--- src/rtl/pwm_bank.sv ---
// rtl/pwm_bank.sv - multi-channel PWM bank with double-buffered duty/period/prescale
module pwm_bank #(
    parameter int NUM_CH = 4,
    parameter int WIDTH  = 8
) (
    input  logic              clk,
    input  logic              rst,
    input  logic              wr_en,
    input  logic [4:0]        wr_addr,
    input  logic [WIDTH-1:0]  wr_data,
    input  logic [4:0]        rd_addr,
    output logic [WIDTH-1:0]  rd_data,
    output logic [NUM_CH-1:0] pwm_out,
    output logic              period_tick
);

    localparam logic [4:0] ADDR_PRE = 5'h1D;
    localparam logic [4:0] ADDR_TOP = 5'h1E;
    localparam logic [4:0] ADDR_EN  = 5'h1F;

    logic [WIDTH-1:0]  r_duty_sh  [NUM_CH];
    logic [WIDTH-1:0]  r_duty_act [NUM_CH];
    logic [WIDTH-1:0]  r_pre_sh;
    logic [WIDTH-1:0]  r_pre_act;
    logic [WIDTH-1:0]  r_top_sh;
    logic [WIDTH-1:0]  r_top_act;
    logic [WIDTH-1:0]  r_pre_cnt;
    logic [WIDTH-1:0]  r_cnt;
    logic [NUM_CH-1:0] r_en;

    logic              w_tick;
    logic              w_boundary;
    logic [NUM_CH-1:0] w_cmp;
    logic [WIDTH-1:0]  w_rd;

    assign w_tick     = (r_pre_cnt == r_pre_act);
    assign w_boundary = w_tick && (r_cnt == r_top_act);

    always_comb begin
        w_cmp = '0;
        for (int n = 0; n < NUM_CH; n++) begin
            w_cmp[n] = r_en[n] && (r_duty_act[n] > r_cnt);
        end
    end

    // Read mux returns shadow values, not the currently active ones
    always_comb begin
        w_rd = '0;
        for (int n = 0; n < NUM_CH; n++) begin
            if (rd_addr == 5'(n)) begin
                w_rd = r_duty_sh[n];
            end
        end
        if (rd_addr == ADDR_PRE) begin
            w_rd = r_pre_sh;
        end
        if (rd_addr == ADDR_TOP) begin
            w_rd = r_top_sh;
        end
        if (rd_addr == ADDR_EN) begin
            w_rd[NUM_CH-1:0] = r_en;
        end
    end

    always_ff @(posedge clk) begin
        if (rst) begin
            for (int n = 0; n < NUM_CH; n++) begin
                r_duty_sh[n]  <= '0;
                r_duty_act[n] <= '0;
            end
            r_pre_sh    <= '0;
            r_pre_act   <= '0;
            r_top_sh    <= '1;
            r_top_act   <= '1;
            r_pre_cnt   <= '0;
            r_cnt       <= '0;
            r_en        <= '0;
            pwm_out     <= '0;
            period_tick <= 1'b0;
            rd_data     <= '0;
        end else begin
            if (wr_en) begin
                for (int n = 0; n < NUM_CH; n++) begin
                    if (wr_addr == 5'(n)) begin
                        r_duty_sh[n] <= wr_data;
                    end
                end
                if (wr_addr == ADDR_PRE) begin
                    r_pre_sh <= wr_data;
                end
                if (wr_addr == ADDR_TOP) begin
                    r_top_sh <= wr_data;
                end
                if (wr_addr == ADDR_EN) begin
                    r_en <= wr_data[NUM_CH-1:0];
                end
            end

            // Nonblocking reads of the shadows give pre-write values on a colliding write
            if (w_boundary) begin
                for (int n = 0; n < NUM_CH; n++) begin
                    r_duty_act[n] <= r_duty_sh[n];
                end
                r_pre_act <= r_pre_sh;
                r_top_act <= r_top_sh;
            end

            if (w_tick) begin
                r_pre_cnt <= '0;
                r_cnt     <= (r_cnt == r_top_act) ? '0 : r_cnt + WIDTH'(1);
            end else begin
                r_pre_cnt <= r_pre_cnt + WIDTH'(1);
            end

            pwm_out     <= w_cmp;
            period_tick <= w_boundary;
            rd_data     <= w_rd;
        end
    end

endmodule

--- config.mk ---
export PLATFORM = sky130hd
export DESIGN_NAME = pwm_bank
export DESIGN_NICKNAME = d
export VERILOG_FILES = /design/src/rtl/pwm_bank.sv
export SDC_FILE = /design/constraint.sdc
export NUM_CORES = 1
export LEC_CHECK = 0
export CELL_PAD_IN_SITES_DETAIL_PLACEMENT = 1
export CELL_PAD_IN_SITES_GLOBAL_PLACEMENT = 1
export CORE_MARGIN = 2
export CORE_UTILIZATION = 39
export DETAILED_ROUTE_END_ITERATION = 10
export PLACE_DENSITY = 0.65
export SYNTH_ARGS = -nofsm -noshare
export SYNTH_HDL_FRONTEND = slang
export SYNTH_SLANG_ARGS = --single-unit
--- constraint.sdc ---
create_clock -name clk -period 2.3 [get_ports clk]
set_input_delay 0.345 -clock clk [delete_from_list [all_inputs] [get_ports clk]]
set_output_delay 0.345 -clock clk [all_outputs]
set_load 0.02 [all_outputs]
==> metrics.cfg <==
[sta]
timing.final.hold_violations = 0
skew_ns = 0.0104
fin_crit_ns = 1.95
tightest_slew_ns = 0.696
rsz0062_at_grt = no
period_share = 0.846
fmax_ghz = 0.514
finalMaxSlewViolations = 0
setup_tns_ns = 0
slew_headroom = 0.536
setup_viol = 0

[power_and_ir_drop]
peakVddDrop_mv = 0.524
clkPwrFrac = 0.489
p_comb_frac = 0.063
p_leak_nw = 2.76
pwr-share-seq = 0.448
power.total_mw = 5.63
switching_share = 0.215
p_per_area_nw_per_um2 = 759
p_int_mw = 4.43
p_switching_mw = 1.21

[synthesis]
synth_nets = 606
synth-seq-cells = 129
synth_compound_area_frac = 0.0905
synth_edf_count = 64
syn_area_per_cell_sq_um = 11.2
synthDistinctLibCells = 45
synthCells = 551
yosysTopAreaCell = edfxtp_1
synth_area_leaders = edfxtp_1 (31%), dfxtp_1 (21%), ha_1 (6.9%)
dominantRegCellSynth = dfxtp_1
yosys.area_share.simple = 0.194
synthMuxAreaShare = 0.0663
syn-cell-area_sq_um = 6150
yosysWarnings = 0
yosysSeqAreaShare = 0.524
yosys.area.top_type_share = 0.312
yosys.area_share.adder = 0.0692
synth_top_family_by_area = simple AND/OR/NAND/NOR gates
yosys.area_share.xor_xnor = 0.0313
async_reset_ff_frac = 0

[hold_path]
min_from = r_pre_act[6]
hold_path_depth = 2
whs_endpoint = r_pre_act[6]
hp-class = flip-flop to flip-flop

[detailed_routing]
drc = 0
drt_iter0_drc = 269
ant_nets = 0
finalWirelength_mm = 16.0
drt_pass1_iterations = 4
vias = 4297
avgViaCountPerCell = 5.22
wl_per_cell_um = 19.5

[placement]
dp_hpwl_mm = 12.0
postPlaceCellArea_sq_um = 6800
portBuffers = 33
dp.cells = 791
gp_congestion = 0.816

[global_route]
grt_max_degree = 40
grt_pass1_vias = 4516
globalRoute.totalOverflow = 0
track_usage = 0.202
grt_pass1_wl_mm = 25.2
antenna_found_initial = 0

[die]
rows = 45
dieHeight_um = 130
core-area_sq_um = 15300
ioPinCount = 34
initial_utilization = 0.402
dieArea_sq_um = 16800
die_w_um = 130

[final_layout]
diodes = 0
n_fill_cell = 1643
design_area_sq_um = 7420
area_growth_pct = 20.6
instances_no_fill = 823
nets = 654
drive_above_1_share = 0.108

[setup_path]
crit_slowest_cell = dfxtp_1
end_kind = flip-flop
crit_family = simple AND/OR/NAND/NOR gates
r2r_start = r_pre_cnt[0]
arrival_ns = 2.25
crit_path_max_incr_delay_ns = 0.47
r2r_cells = 6
r2r_end = r_pre_act[2]
crit_path_max_fanout = 24
critical_path_buf_inv_count = 1
crit_chain = xnor2_1, nand4_1, and4bb_1, buf_4, mux2i_1, nor2_1
reg2reg_slack_ns = 0.35
path_class = flip-flop to flip-flop
critPathLaunchType = flip-flop
required_ns = 2.60

[clock_tree]
clockBufferDepth = 2
clk_pin_slew_ns = 0.06
hold_buffers = 0
clock_latency_ns = 0.42
cts-buffers-inserted = 17
cts_max_level = 4
cts.sinks = 129
cts-root-buf = clkbuf_16
cts_resized = 0
cts_tree = built
post_cts_buffers = 0

[flow_run]
cap_violations = 0

[run_status]
status = complete, no violations

[worst max-delay path by stage]
stage,startpoint,slack (ns),end,cells past startpoint
floorplan,r_cnt[0],0.07,r_duty_act[0][0],6
global placement,wr_addr[2],0.24,r_duty_sh[0][5],5
detailed placement,rd_addr[0],0.23,rd_data[2],7
CTS,r_cnt[1],0.33,r_pre_act[2],6
global route,r_pre_cnt[0],0.19,r_pre_act[5],6
finish,r_pre_cnt[0],0.35,r_pre_act[2],6
[per-stage QoR]
step	hold slack [ns]	setup WS [ns]	utilization
2_1_floorplan	0.451	0.0724	-
6_report	0.520	0.355	0.484
5_1_grt	0.545	0.187	0.484
4_1_cts	0.531	0.333	0.484
3_3_place_gp	0.494	0.243	0.444
3_5_place_dp	0.508	0.230	0.444
[cell type report]
| type | instances | area (sq um) | share of cell area |
|---|---|---|---|
| Sequential cell | 129 | 3220 | 0.434 |
| Multi-Input combinational cell | 387 | 2770 | 0.374 |
| Clock buffer | 26 | 561 | 0.0755 |
| Timing Repair Buffer | 51 | 485 | 0.0654 |
| Tap cell | 211 | 264 | 0.0356 |
| Clock inverter | 6 | 63.8 | 0.00860 |
| Inverter | 13 | 48.8 | 0.00658 |
[routing by layer]
| layer | track usage | vias to the layer above | wire length [um] |
|---|---|---|---|
| li1 | - | 2083 | - |
| met1 | 0.269 | 2108 | 7760 |
| met2 | 0.322 | 79 | 7290 |
| met3 | 0.0425 | 27 | 552 |
| met4 | 0.0860 | 0 | 408 |
| met5 | 0 | - | 0 |
[flip-flops by register name (all words and copies together) (netlist names)]
register and count:
r_pre_sh 8, r_duty_act 32, rd_data 8, r_en 4
r_cnt 8, pwm_out 4, r_duty_sh 32, r_top_act 8
r_pre_act 8, r_pre_cnt 8, r_top_sh 8, period_tick 1
[synth_stat cells (13+ instances only)]
cell and number:
nand2_1 18, mux2i_1 25, ha_1 34, clkbuf_1 13, edfxtp_1 64, inv_1 13
nor2b_1 18, xor2_1 13, a21oi_1 25, nor2_1 53, and2_1 64, dfxtp_1 65
[worst reg2reg max path, cell delays in order (launching register included)]
cell and delay (ns):
dfxtp_1 0.47, xnor2_1 0.16, nand4_1 0.20, and4bb_1 0.39
buf_4 0.31, mux2i_1 0.24, nor2_1 0.06
[layout by cell type (no fill, tap or decap), drive strengths merged, types with 6 or more instances in the layout]
cell type	Yosys	layout
mux2i	25	25
xor2	13	13
nand3	11	11
edfxtp	64	64
a21o	8	8
o21bai	8	8
nand2b	7	7
nand2	18	18
nor2b	18	18
o21a	8	8
dfxtp	65	65
nor3	12	12
o21ai	6	6
nand4	11	11
a211o	8	8
clkdlybuf4s50	0	32
nor2	53	53
mux4	7	7
inv	13	13
a21oi	25	25
buf	9	19
clkbuf	13	26
and2	64	64
ha	34	34
xnor2	9	9
[power by group through the flow]
stage | registers (mW) | clock network [mW] | logic [mW]
2_1_floorplan | 2.55 | 0 | 0.199
3_3_place_gp | 2.57 | 0 | 0.336
3_5_place_dp | 2.57 | 0 | 0.354
4_1_cts | 2.52 | 2.82 | 0.358
5_1_grt | 2.53 | 2.90 | 0.390
6_report | 2.52 | 2.76 | 0.353
[cells by family after synthesis]
kind of cell	Yosys count
simple gates	217
flops	129
compound gates	82
buf+inv	35
fa+ha+maj	34
mux	32
xor+xnor	22
No activity file was read; power rests on OpenSTA's default activity.
